File: src/rtl/cpu_core.sv
`default_nettype none
// ============================================================================
// Module   : cpu_core
// Purpose  : Single-cycle 8-bit processor core (CO224 simple processor).
//            Executes one 32-bit instruction per clock: PC register, PC+STEP
//            adder, control decode, 8x8-bit register file and 8-bit ALU.
//            Instruction memory is external and combinational, addressed by PC.
// Ports    : CLK          in   1   system clock, rising-edge active
//            RESET        in   1   synchronous active-high reset
//            PC           out  32  address of the current instruction
//            INSTRUCTION  in   32  instruction word fetched from PC
//            DBG_ADDR     in   3   debug read index   (CPU_DEBUG_PORT_EN only)
//            DBG_DATA     out  8   R[DBG_ADDR]        (CPU_DEBUG_PORT_EN only)
// Options  : define CPU_DEBUG_PORT_EN to add a third, combinational,
//            register-file read port for observation only.
// Revision : 1.0 - initial release
// ============================================================================
module cpu_core #(
  parameter logic [31:0] RESET_PC = 32'd0,
  parameter logic [31:0] PC_STEP  = 32'd4
) (
  input  logic        CLK,
  input  logic        RESET,
  output logic [31:0] PC,
  input  logic [31:0] INSTRUCTION
`ifdef CPU_DEBUG_PORT_EN
  ,
  input  logic [2:0]  DBG_ADDR,
  output logic [7:0]  DBG_DATA
`endif
);

  localparam logic [2:0] ALU_FWD = 3'b000;
  localparam logic [2:0] ALU_ADD = 3'b001;
  localparam logic [2:0] ALU_AND = 3'b010;
  localparam logic [2:0] ALU_OR  = 3'b011;

  // Instruction fields
  logic [7:0] opcode;
  logic [2:0] dest_idx;
  logic [2:0] src1_idx;
  logic [2:0] src2_idx;
  logic [7:0] imm;

  assign opcode   = INSTRUCTION[31:24];
  assign dest_idx = INSTRUCTION[18:16];
  assign src1_idx = INSTRUCTION[10:8];
  assign src2_idx = INSTRUCTION[2:0];
  assign imm      = INSTRUCTION[7:0];

  // Upper bits of the register-index fields are architecturally ignored.
  logic unused_field_bits;
  assign unused_field_bits = ^{INSTRUCTION[23:19], INSTRUCTION[15:11]};

  // State
  logic [31:0] pc_q, pc_d;
  logic [7:0]  rf_q [8];

  // Control decode
  logic       wr_en;
  logic       imm_sel;
  logic       neg_sel;
  logic [2:0] alu_sel;

  always_comb begin
    wr_en   = 1'b1;
    imm_sel = 1'b0;
    neg_sel = 1'b0;
    alu_sel = ALU_FWD;
    case (opcode)
      8'h00: imm_sel = 1'b1;                          // loadi
      8'h01: alu_sel = ALU_FWD;                       // mov
      8'h02: alu_sel = ALU_ADD;                       // add
      8'h03: begin alu_sel = ALU_ADD; neg_sel = 1'b1; end // sub
      8'h04: alu_sel = ALU_AND;                       // and
      8'h05: alu_sel = ALU_OR;                        // or
      default: wr_en = 1'b0;                          // NOP, PC still advances
    endcase
  end

  // Register-file read ports
  logic [7:0] rdata1;
  logic [7:0] rdata2;
  assign rdata1 = rf_q[src1_idx];
  assign rdata2 = rf_q[src2_idx];

`ifdef CPU_DEBUG_PORT_EN
  assign DBG_DATA = rf_q[DBG_ADDR];
`endif

  // Operand muxes: subtract is add of the two's complement of operand 2
  logic [7:0] neg_mux;
  logic [7:0] operand2;
  logic [7:0] alu_result;

  assign neg_mux  = neg_sel ? (~rdata2 + 8'd1) : rdata2;
  assign operand2 = imm_sel ? imm : neg_mux;

  always_comb begin
    alu_result = operand2;
    case (alu_sel)
      ALU_FWD: alu_result = operand2;
      ALU_ADD: alu_result = rdata1 + operand2;
      ALU_AND: alu_result = rdata1 & operand2;
      ALU_OR:  alu_result = rdata1 | operand2;
      default: alu_result = operand2;
    endcase
  end

  // PC update (wraps modulo 2^32)
  assign pc_d = pc_q + PC_STEP;
  assign PC   = pc_q;

  always_ff @(posedge CLK) begin
    if (RESET) begin
      pc_q <= RESET_PC;
    end else begin
      pc_q <= pc_d;
    end
  end

  // Register file write port; reset discards the in-flight instruction
  always_ff @(posedge CLK) begin
    if (RESET) begin
      for (int i = 0; i < 8; i++) begin
        rf_q[i] <= 8'h00;
      end
    end else if (wr_en) begin
      rf_q[dest_idx] <= alu_result;
    end
  end

endmodule
`default_nettype wire

File: config.mk
export PLATFORM = sky130hd
export DESIGN_NAME = cpu_core
export DESIGN_NICKNAME = d
export VERILOG_FILES = /design/src/rtl/cpu_core.sv
export SDC_FILE = /design/constraint.sdc
export NUM_CORES = 1
export LEC_CHECK = 0
export BUFFER_PORTS_ARGS = -buffer_cell sky130_fd_sc_hd__buf_2
export CAP_MARGIN = 20
export CORE_MARGIN = 2
export CORE_UTILIZATION = 42
export DETAILED_ROUTE_END_ITERATION = 7
export PLACE_DENSITY = 0.75
export SYNTH_ARGS = -nofsm -noshare
export SYNTH_HDL_FRONTEND = slang
export SYNTH_SLANG_ARGS = --single-unit
File: constraint.sdc
create_clock -name CLK -period 1.69 [get_ports CLK]
set_input_delay 0.2535 -clock CLK [delete_from_list [all_inputs] [get_ports CLK]]
set_output_delay 0.2535 -clock CLK [all_outputs]
set_load 0.02 [all_outputs]
==> reports/metrics.csv <==
stage,metric,value,unit
clock_tree,cts_buffers,5,
worst_setup_path,worst_ep_arrival_time,1.87,ns
detailed_routing,avgRoutedWirePerCell,12.3,um
worst_setup_path,worstPathCellList,and4_2 -> buf_4 -> nand4_1 -> or4_1 -> a21oi_1,
pwr,cellLeakagePower,0.795,nW
logic_synthesis,synth_area_per_cell,8.60,sq um
placed_design,gp_congestion,0.770,
worst_setup_path,ff2ff_path_depth,5,
floorplan,ios,66,
logic_synthesis,synth_cell_type_count,30,
sta,min_period,1.60,ns
logic_synthesis,ys_seq_elements,30,
detailed_routing,num_vias,1402,
worst_setup_path,slowest_delay,0.52,ns
pwr,finalPower,0.00119,W
worst_setup_path,worst_setup_path_end_kind,register,
sta,finalHoldViolCount,0,
cells_and_area,num_antenna_cells,0,
clock_tree,clkSinkCount,30,
cells_and_area,largest_reg_flops,30,
placed_design,dpl_cell_area,1780,sq um
worst_setup_path,worst_setup_path_start_kind,register,
worst_setup_path,required,1.95,ns
pwr,ir_drop,0.000469,V
cells_and_area,fin_nets,259,
logic_synthesis,synth_cells,169,
clock_tree,cts_root_buf,clkbuf_4,
worst_hold_path,hold_depth,2,
placed_design,dpl.cell_count,259,
cells_and_area,fillerInstances,323,
sta,skew,0.00677,ns
sta,fin_crit_sh,94.9,%
cells_and_area,drive_gt1_share,34.1,%
global_routing,grt.overflow.total,0,
detailed_routing,drc_errors,0,
sta,tns,0,ns
cells_and_area,syn_to_final_growth,29.1,%
floorplan,core-area,3340,sq um
floorplan,dieArea,3950,sq um
sta,fmax,624,MHz
worst_setup_path,rr_startpoint,PC[9],
logic_synthesis,synth_area,1450,sq um
global_routing,grt_usage,17.7,%
sta,rsz0062_at_grt,false,
placed_design,port_buffers,31,
logic_synthesis,synth_edf_count,0,
global_routing,grt_pass1_wl,5520,um
worst_setup_path,r2r_slack,0.09,ns
global_routing,antenna_found_initial,0,
worst_setup_path,crit_path_start,PC[9],
cells_and_area,final_area,1880,sq um
worst_setup_path,crit_buf_inv,1,
clock_tree,ctsLongestPathBuffers,2,
detailed_routing,routed_wl,3310,um
cells_and_area,final_core_util,56.2,%
logic_synthesis,dominantRegCellSynth,dfxtp_1,
clock_tree,cts_tree,yes,
sta,final_max_slew_viol_count,0,
worst_setup_path,path_depth,5,
detailed_routing,final_antenna_net_count,0,
floorplan,placementRows,21,
worst_setup_path,critPathTopFamily,simple AND/OR/NAND/NOR gates,
worst_setup_path,slowest_stage,or4_1,
clock_tree,htree_num_levels,2,
flow_run,drv_cap,0,
detailed_routing,avgViaCountPerCell,5.21,
pwr,power_density,633,nW/um^2
logic_synthesis,yosysWarnings,0,
outcome,status,finished clean,
cells_and_area,final_cells,269,
floorplan,die_x,62.8,um
logic_synthesis,seq_area_frac_synth,41.3,%
clock_tree,clkTransAtPathRegs,0.09,ns
worst_setup_path,crit_end,PC[27],
sta,setup_viol,0,
clock_tree,worstSkewPairLatency,0.34,ns
worst_setup_path,path_class,register to register,
floorplan,die_height,62.8,um
detailed_routing,drt_iter0_markers,58,
global_routing,grt_pass1_vias,1211,
worst_hold_path,hold_class,input port to register,
placed_design,hpwlAfterDp,2350,um
logic_synthesis,synthArstFlopShare,0,%
detailed_routing,firstDrtPassIters,4,
floorplan,initial_core_util,43.6,%
worst_setup_path,crit_fanout,4,
global_routing,grt_max_degree,18,
worst_setup_path,regToRegEndpoint,PC[27],
## where the power goes
group	leakage, nW	switching [W]	internal (W)	total (W)
clock network	0.0302	0.000233	0.000187	0.000420
registers	0.244	0.00000778	0.000714	0.000721
logic	0.521	0.0000301	0.0000161	0.0000462
total	0.795	0.000271	0.000917	0.00119
## placed cells by master (no fill, tap or decap), drive strengths merged, types with 6 or more instances in the layout
master	count
nand4	11
clkbuf	6
dfxtp	30
a21oi	14
buf	58
nor2	14
o21ai	9
or3	9
nand3	12
xor2	9
and4	9
nand2	8
## worst min path at each step
stage           from      to  slack, ns
2_1_floorplan  RESET  PC[29]       0.46
3_3_place_gp   PC[2]   PC[2]       0.43
3_5_place_dp   PC[2]   PC[2]       0.44
4_1_cts        RESET   PC[2]       0.24
5_1_grt        RESET   PC[2]       0.25
6_report       RESET   PC[2]       0.24
## cell families after synthesis
logic type / Yosys count / synth area share, %
AO/OA/AOI/OAI: 30 / 11.7
XOR/XNOR: 12 / 7.23
adder cells (fa/ha/maj): 1 / 0.860
buffers and inverters: 14 / 5.16
flip-flops: 30 / 41.3
multiplexers: 1 / 0.774
other: 1 / 0.258
AND/OR/NAND/NOR: 80 / 32.7
## through the flow
step	hold slack [ns]	setup WS (ns)
2_1_floorplan	0.461	0.00731
3_3_place_gp	0.434	0.0214
3_5_place_dp	0.440	-0.00336
4_1_cts	0.238	0.000762
5_1_grt	0.253	0.00320
6_report	0.239	0.0865
## synth_stat cells (all sizes together) (2+ instances only)
cell type  count  area (sq um)
a21oi         14          70.1
and2           3          18.8
and3           3          18.8
and4           9          78.8
buf            8          52.6
clkbuf         3          11.3
dfxtp         30           601
inv            3          11.3
nand2          8          30.0
nand3         12          65.1
nand4         11          83.8
nor2          14          52.6
nor2b          2          12.5
nor3           3          15.0
o21ai          9          45.0
o31ai          5          37.5
or3            9          56.3
or4            5          37.5
xnor2          3          26.3
xor2           9          78.8
## area by class of cell
type	instances	area, sq um	share of cell area, %
tap	46	57.6	3.07
sequential	30	606	32.3
multi-input combinational	126	793	42.3
timing repair buffer	58	358	19.1
clock buffer	6	51.3	2.73
inverter	3	11.3	0.600
## routing by layer
metal,wire length (um),vias up,track usage [%]
met1,1570,646,23.0
met5,0,-,0
met3,179,6,6.13
met2,1510,32,26.6
met4,56,0,7.50
li1,-,718,-
## what timing repair did
action,4_1_cts,5_1_grt
setup endpoints to repair,1,9
gates resized for setup,2,7
hold buffers,0,0
setup buffers,0,4
pin swaps,0,2
hold endpoints to repair,0,0
Note: power is estimated with default switching activity, not from simulation.
